## src/rtl/mem_port_arbiter.sv

```systemverilog
// mem_port_arbiter: shares one single-port RAM between fetch and data ports, data first with a fetch anti-starvation streak limit
module mem_port_arbiter #(
    parameter int ADDR_W      = 16,
    parameter int DATA_W      = 16,
    parameter int RD_LAT      = 2,
    parameter int MAX_DSTREAK = 4
) (
    input  logic              clk,
    input  logic              rst_n,
    input  logic              hold,
    input  logic              if_req,
    input  logic [ADDR_W-1:0] if_addr,
    output logic              if_gnt,
    output logic [DATA_W-1:0] if_rdata,
    output logic              if_valid,
    input  logic              dm_req,
    input  logic              dm_we,
    input  logic [ADDR_W-1:0] dm_addr,
    input  logic [DATA_W-1:0] dm_wdata,
    output logic              dm_gnt,
    output logic [DATA_W-1:0] dm_rdata,
    output logic              dm_valid,
    output logic [ADDR_W-1:0] ram_addr,
    output logic [DATA_W-1:0] ram_wdata,
    output logic              ram_wren,
    input  logic [DATA_W-1:0] ram_q
);
    localparam int SW = $clog2(MAX_DSTREAK + 1);
    localparam int WW = $clog2(RD_LAT + 1);
    localparam logic [SW-1:0] S_MAX  = SW'(MAX_DSTREAK);
    localparam logic [WW-1:0] W_LOAD = WW'(RD_LAT - 2);
    typedef enum logic [1:0] {IDLE, ACC, WAIT, DONE} state_t;
    state_t        state;
    logic          sel_d, is_wr, go, pick_d, cap, fin;
    logic [WW-1:0] wcnt;
    logic [SW-1:0] streak;
    always_comb begin
        go     = state == IDLE && !hold && (if_req || dm_req);
        pick_d = dm_req && !(if_req && streak == S_MAX);
        cap    = state == ACC ? !is_wr && RD_LAT == 1 : state == WAIT && wcnt == '0;
        fin    = cap || (state == ACC && is_wr);
    end
    always_ff @(posedge clk) begin
        if (!rst_n) begin
            state     <= IDLE;
            sel_d     <= 1'b0;
            is_wr     <= 1'b0;
            wcnt      <= '0;
            streak    <= '0;
            if_gnt    <= 1'b0;
            dm_gnt    <= 1'b0;
            if_valid  <= 1'b0;
            dm_valid  <= 1'b0;
            if_rdata  <= '0;
            dm_rdata  <= '0;
            ram_addr  <= '0;
            ram_wdata <= '0;
            ram_wren  <= 1'b0;
        end else begin
            if_gnt   <= go && !pick_d;
            dm_gnt   <= go && pick_d;
            ram_wren <= go && pick_d && dm_we;
            if_valid <= cap && !sel_d;
            dm_valid <= fin && sel_d;
            state    <= state == IDLE ? (go ? ACC : IDLE) : state == DONE ? IDLE : fin ? DONE : WAIT;
            wcnt     <= state == ACC ? W_LOAD : wcnt - 1'b1;
            if (state == IDLE && !hold)
                streak <= if_req && pick_d ? streak + 1'b1 : '0;
            if (go) begin
                sel_d    <= pick_d;
                is_wr    <= pick_d && dm_we;
                ram_addr <= pick_d ? dm_addr : if_addr;
                if (pick_d)
                    ram_wdata <= dm_wdata;
            end
            if (cap && sel_d)
                dm_rdata <= ram_q;
            if (cap && !sel_d)
                if_rdata <= ram_q;
        end
    end
endmodule

```

## config.mk

```make
export PLATFORM = sky130hd
export DESIGN_NAME = mem_port_arbiter
export DESIGN_NICKNAME = d
export VERILOG_FILES = /design/src/rtl/mem_port_arbiter.sv
export SDC_FILE = /design/constraint.sdc
export NUM_CORES = 1
export LEC_CHECK = 0
export CAP_MARGIN = 25
export CORE_UTILIZATION = 41
export DETAILED_ROUTE_END_ITERATION = 16
export PLACE_DENSITY = 0.88
export SKIP_CTS_REPAIR_TIMING = 1
export SYNTH_ARGS = -nofsm -noshare
export SYNTH_HDL_FRONTEND = slang
export SYNTH_SLANG_ARGS = --single-unit
export TNS_END_PERCENT = 10
```

## constraint.sdc

```tcl
create_clock -name clk -period 2.1 [get_ports clk]
set_input_delay 0.21 -clock clk [delete_from_list [all_inputs] [get_ports clk]]
set_output_delay 0.21 -clock clk [all_outputs]
set_load 0.005 [all_outputs]
```

# After elaboration in Yosys (flattened, before gate mapping)
# Index checks and enable logic that the tools add are counted.
# W data, S select, Z words.
classes:
  add_sub_neg: 2
  eq_ne: 4
  mux: 7
  bitwise_logic: 1
  reduce_logical: 24
op_table:
  columns: ["cell", "n"]
  rows:
  - ["$mux W16", 1]
  - ["$logic_and A1 B1 Y1", 14]
  - ["$eq A2 B2 Y1 const B", 2]
  - ["$logic_not A1 Y1", 4]
  - ["$logic_not A2 Y1", 2]
  - ["$mux W2", 2]
  - ["$add A3 B1 Y3 const B", 1]
  - ["$eq A3 B3 Y1 const B", 1]
  - ["$mux W1", 3]
  - ["$mux W3", 1]
  - ["$eq A2 B1 Y1 const B", 1]
  - ["$logic_or A1 B1 Y1", 2]
  - ["$reduce_and A2 Y1", 1]
  - ["$reduce_or A2 Y1", 1]
  - ["$sub A2 B1 Y2 const B", 1]
  - ["$not A1 Y1", 1]
word_totals:
  reg_bits: 78
  output_inout_bits: 69
  elab_cells: 52

# Longest topological paths before layout
depth:
  depth_word: 7
  depth_mapped: 7
  mapped_depth_nobuf: 5

# Worst setup path after synthesis
# Ideal clock, no wire load.
synth_path:
  path_type: "reg-to-reg"
  start: "register state[0]"
  end: "register ram_addr[10]"
  arrival_ns: 1.619
  slack_ns: 0.359
  stages_incl_launch_ff: 8
  path_buffers: 4
  synth_period_minus_slack_ns: 1.741
  cell_sequence: "dfxtp_1 -> buf_2 -> or3_4 -> buf_6 -> o21a_1 -> buf_6 -> buf_6 -> a221o_1"
synth_via:
  elab_chain_len: 3
synth_rtl:
  columns: ["element", "line", "text"]
  rows:
  - ["start: declaration", "33", "state_t state;"]
  - ["start signal: assignment", "65", "state <= state == IDLE ? (go ? ACC : IDLE) : state == DONE ? IDLE : fin ? DONE : WAIT;"]
  - ["$logic_not A2 Y1", "38", "go = state == IDLE && !hold && (if_req || dm_req);"]
  - ["$logic_and A1 B1 Y1 (2 in series)", "38", null]
  - ["end signal: assignment", "72", "ram_addr <= pick_d ? dm_addr : if_addr;"]
  - ["end: declaration", "23", "output logic [ADDR_W-1:0] ram_addr,"]
# No other way between the ends.
# A chain may end at the register's enable or synchronous reset.

# Worst setup path in the final report
layout_path:
  start: "register state[1]"
  end: "register ram_addr[15]"
# The elaborated chain is that of the path after synthesis.

==> metrics list <==
* Total of endpoints with negative setup slack in the final report: 0
- Clock latency on the worst-skew pair, taken at its later pin, is 0.34 ns.
- The final layout contains routed wiring with a total length of 8160 µm.
* Unrepaired setup endpoints after global routing: false
- Crit-path max FO: 8
* Clock root cell: sky130_fd_sc_hd__clkbuf_8
- Largest net degree at the start of global routing: 40
- The share of total power dissipated in combinational logic is 0.162.
- Worst R2R Path Depth: 3
- Synthesized area per cell: 8.95 µm²
- Outcome: finished, final reports clean
- In the routed design, unresolved DRC markers number 0.
* Slew HR: 0.494
- Counting the buffers created by CTS gives 9.
* TritonCTS sink count: 78
- The worst-case IR drop observed on VDD is 0.350 mV.
- In this run the remaining antenna-violating nets after routing total 0.
- Final weighted congestion in routability-driven placement: 0.810
- Total iterations of the first detailed-routing run: 5
* Number of slew-limit violations in the final report: 0
- Measured along the y axis, the die boundary spans 88.1 µm.
- R2r setup slk: 0.31 ns
- Sequential share of the synthesized area: 0.513
- Number of flops mapped to enable cells by yosys: 0
- The area growth from synthesis to layout is 54.0%.
* Type of the setup path with the least slack: register to register
- Among all flip-flop cells after synthesis, the most frequent one is sky130_fd_sc_hd__dfxtp_1.
* Worst-case clock buffer depth: 2
* Count of endpoints failing hold in the final timing report: 0
* Worst setup startpoint: state[1]
- Hold is met by 0.415 ns.
- Initial antenna violation count: 0
- Fraction of final layout cells with drive strength greater than 1: 0.0608
- For this block, the via count after detailed routing is 2,857.
- The initialized floorplan defines 31 standard-cell rows.
- Fillcell total: 593
* Gate count after technology mapping: 340
- When the netlist entered floorplanning its net count stood at 413.
- Yosys synthesis warning count: 0
* Number of global-route vias before repair: 2,662
* Post-layout net count: 546
* Transition time at the pin with the least slew margin: 0.755 ns
* Die outline width: 88.1 µm
- Post-layout instance count excluding filler cells: 576
- The share of total power dissipated in sequential elements is 0.505.
- Clock share of power: 0.334
- Total grt overflow: 0
- The sequential cells in the finished layout cover a total of 0.00156 mm².
* First-pass GRT wire length: 12,200 µm
- Worst Hold Launch: wcnt[0]
- In this run the critical register-to-register path is launched from state[1].
* Switching part of the total: 0.237
- Share of the core filled with cells: 0.649
- Proportion of synthesized flip-flops having asynchronous set or reset: 0
- Cell Count Post-Placement: 561
- The multi-input combinational cells in the finished layout cover a total of 0.00132 mm².
* Ratio of routed vias to standard cells: 4.96
* CP endpoint: ram_addr[15]
- Number of placed I/O pins: 139
- Number of maximum-capacitance violations: 0
- Power spread over the standard cell area amounts to 674 mW/mm².
* CTS tree: built
- In this run the standard cell core region covers 0.00721 mm².
* Static leakage: 1.70 nW
* Die Outline Area: 0.00777 mm²
* Average routed wire per standard cell: 14.2 µm
- Quantity of I/O buffers inserted on ports: 138
- H-Tree Level Count: 3
* Total global routing track utilization: 0.207
- Clock skew on the completed layout was measured at 0.0108 ns.
- At the worst endpoint, the required time is 2.38 ns.
* HPWL after DPL: 5860 µm
- The library cell used most frequently in the layout, excluding fill and tap cells, is sky130_fd_sc_hd__clkdlybuf4s50_1.
* Count of inserted antenna diode cells: 0
* Switching pwr: 0.000749 W
- The worst path needs 1.79 ns of the cycle, external delays included.
* Initial Util: 0.422
- Clock slew at reported path FFs: 0.07 ns
* Worst r2r dst: ram_addr[15]
- Worst EP arrival: 2.07 ns
- Synthesized flop and latch total: 78
* Drt initial violations: 121
* Endpoint type of the worst setup path: register
- Counting distinct cell types in the post-synthesis netlist gives 37.
- In the final timing run, aggregate negative setup slack is 0 ns.
- Critical path launch point type: register
- The tightest min-delay check is of the register to register type.
- Highest attainable clock frequency: 0.559 GHz
- Internal power: 0.00241 W
- The library cells used most frequently in the layout, excluding fill and tap cells, are 138 x sky130_fd_sc_hd__clkdlybuf4s50_1, 111 x sky130_fd_sc_hd__nand2_1, 78 x sky130_fd_sc_hd__dfxtp_1.
* Syn Std Cell Area: 0.00304 mm²
- Share of the cycle needed by the critical path after routing: 0.852
==> power by group through the flow <==
stage,Sequential [W],Combinational (W),Clock [W]
global placement,0.00162,0.000496,0
CTS,0.00159,0.000514,0.00108
finish,0.00159,0.000510,0.00105
global route,0.00160,0.000551,0.00115
detailed placement,0.00163,0.000511,0
floorplan,0.00162,0.000215,0
==> metrics by stage <==
step           power (W)  area (µm²)  setup slack [ns]
2_1_floorplan    0.00184        3040             0.359
3_5_place_dp     0.00214        4500            0.0570
6_report         0.00316        4680             0.311
4_1_cts          0.00319        4680             0.321
3_3_place_gp     0.00212        4500            0.0940
5_1_grt          0.00330        4680             0.207
==> flip-flops by register name, indices dropped and copies added, names as in the netlist <==
register / flops
is_wr: 1
dm_valid: 1
ram_addr: 16
streak: 3
if_gnt: 1
dm_rdata: 16
ram_wren: 1
ram_wdata: 16
state: 2
if_rdata: 16
wcnt: 2
sel_d: 1
if_valid: 1
dm_gnt: 1
==> metal layers <==
layer | wire [µm] | track usage
met1 | 3420 | 0.238
met2 | 4080 | 0.352
met3 | 539 | 0.0603
met4 | 118 | 0.101
met5 | 0 | 0
==> worst max-delay path: stages, from the launching register on <==
cell	delay, ns
sky130_fd_sc_hd__dfxtp_1	0.35
sky130_fd_sc_hd__or4b_1	0.70
sky130_fd_sc_hd__nor3b_2	0.45
sky130_fd_sc_hd__a221o_1	0.23
==> how the worst min path moves through the flow <==
stage                    to  cells past startpoint
6_report            wcnt[0]                      1
5_1_grt        ram_wdata[3]                      3
4_1_cts        ram_wdata[3]                      3
3_5_place_dp        wcnt[0]                      1
3_3_place_gp        wcnt[0]                      1
2_1_floorplan      ram_wren                      1
==> cells by family (layout without fill, tap and decap cells) <==
kind of cell,after synthesis,count (layout),share of synthesized area
DFF,78,78,0.513
and+or+nand+nor,152,152,0.236
adders and majority gates,3,3,0.0123
AOI/OAI and AO/OA,59,59,0.131
muxes,16,16,0.0527
buffers and inverters,32,169,0.0551
==> cell type report <==
| cell class | instances | area share |
|---|---|---|
| clock buffer | 11 | 0.0280 |
| clock inverter | 4 | 0.0104 |
| timing repair buffer | 149 | 0.315 |
| inverter | 5 | 0.00401 |
| tap | 99 | 0.0264 |
| sequential | 78 | 0.333 |
| multi-input combinational | 230 | 0.283 |
==> synth_stat cells (2+ instances only) <==
| library cell | instances | area share |
|---|---|---|
| sky130_fd_sc_hd__nand4_1 | 3 | 0.0062 |
| sky130_fd_sc_hd__and2_1 | 2 | 0.0041 |
| sky130_fd_sc_hd__nand4b_1 | 2 | 0.0058 |
| sky130_fd_sc_hd__nand2b_1 | 2 | 0.0041 |
| sky130_fd_sc_hd__a221o_1 | 16 | 0.053 |
| sky130_fd_sc_hd__nor2_1 | 4 | 0.0049 |
| sky130_fd_sc_hd__dfxtp_1 | 78 | 0.51 |
| sky130_fd_sc_hd__a21oi_1 | 35 | 0.058 |
| sky130_fd_sc_hd__nand2_1 | 111 | 0.14 |
| sky130_fd_sc_hd__nor3_1 | 11 | 0.018 |
| sky130_fd_sc_hd__inv_1 | 4 | 0.0049 |
| sky130_fd_sc_hd__buf_4 | 2 | 0.0049 |
| sky130_fd_sc_hd__buf_2 | 2 | 0.0033 |
| sky130_fd_sc_hd__clkbuf_1 | 18 | 0.022 |
| sky130_fd_sc_hd__nand3b_1 | 2 | 0.0049 |
| sky130_fd_sc_hd__mux2i_1 | 16 | 0.053 |
| sky130_fd_sc_hd__buf_6 | 5 | 0.019 |
| sky130_fd_sc_hd__ha_1 | 3 | 0.012 |
| sky130_fd_sc_hd__nor4bb_1 | 6 | 0.020 |
Note: power is estimated with default switching activity, not from simulation.
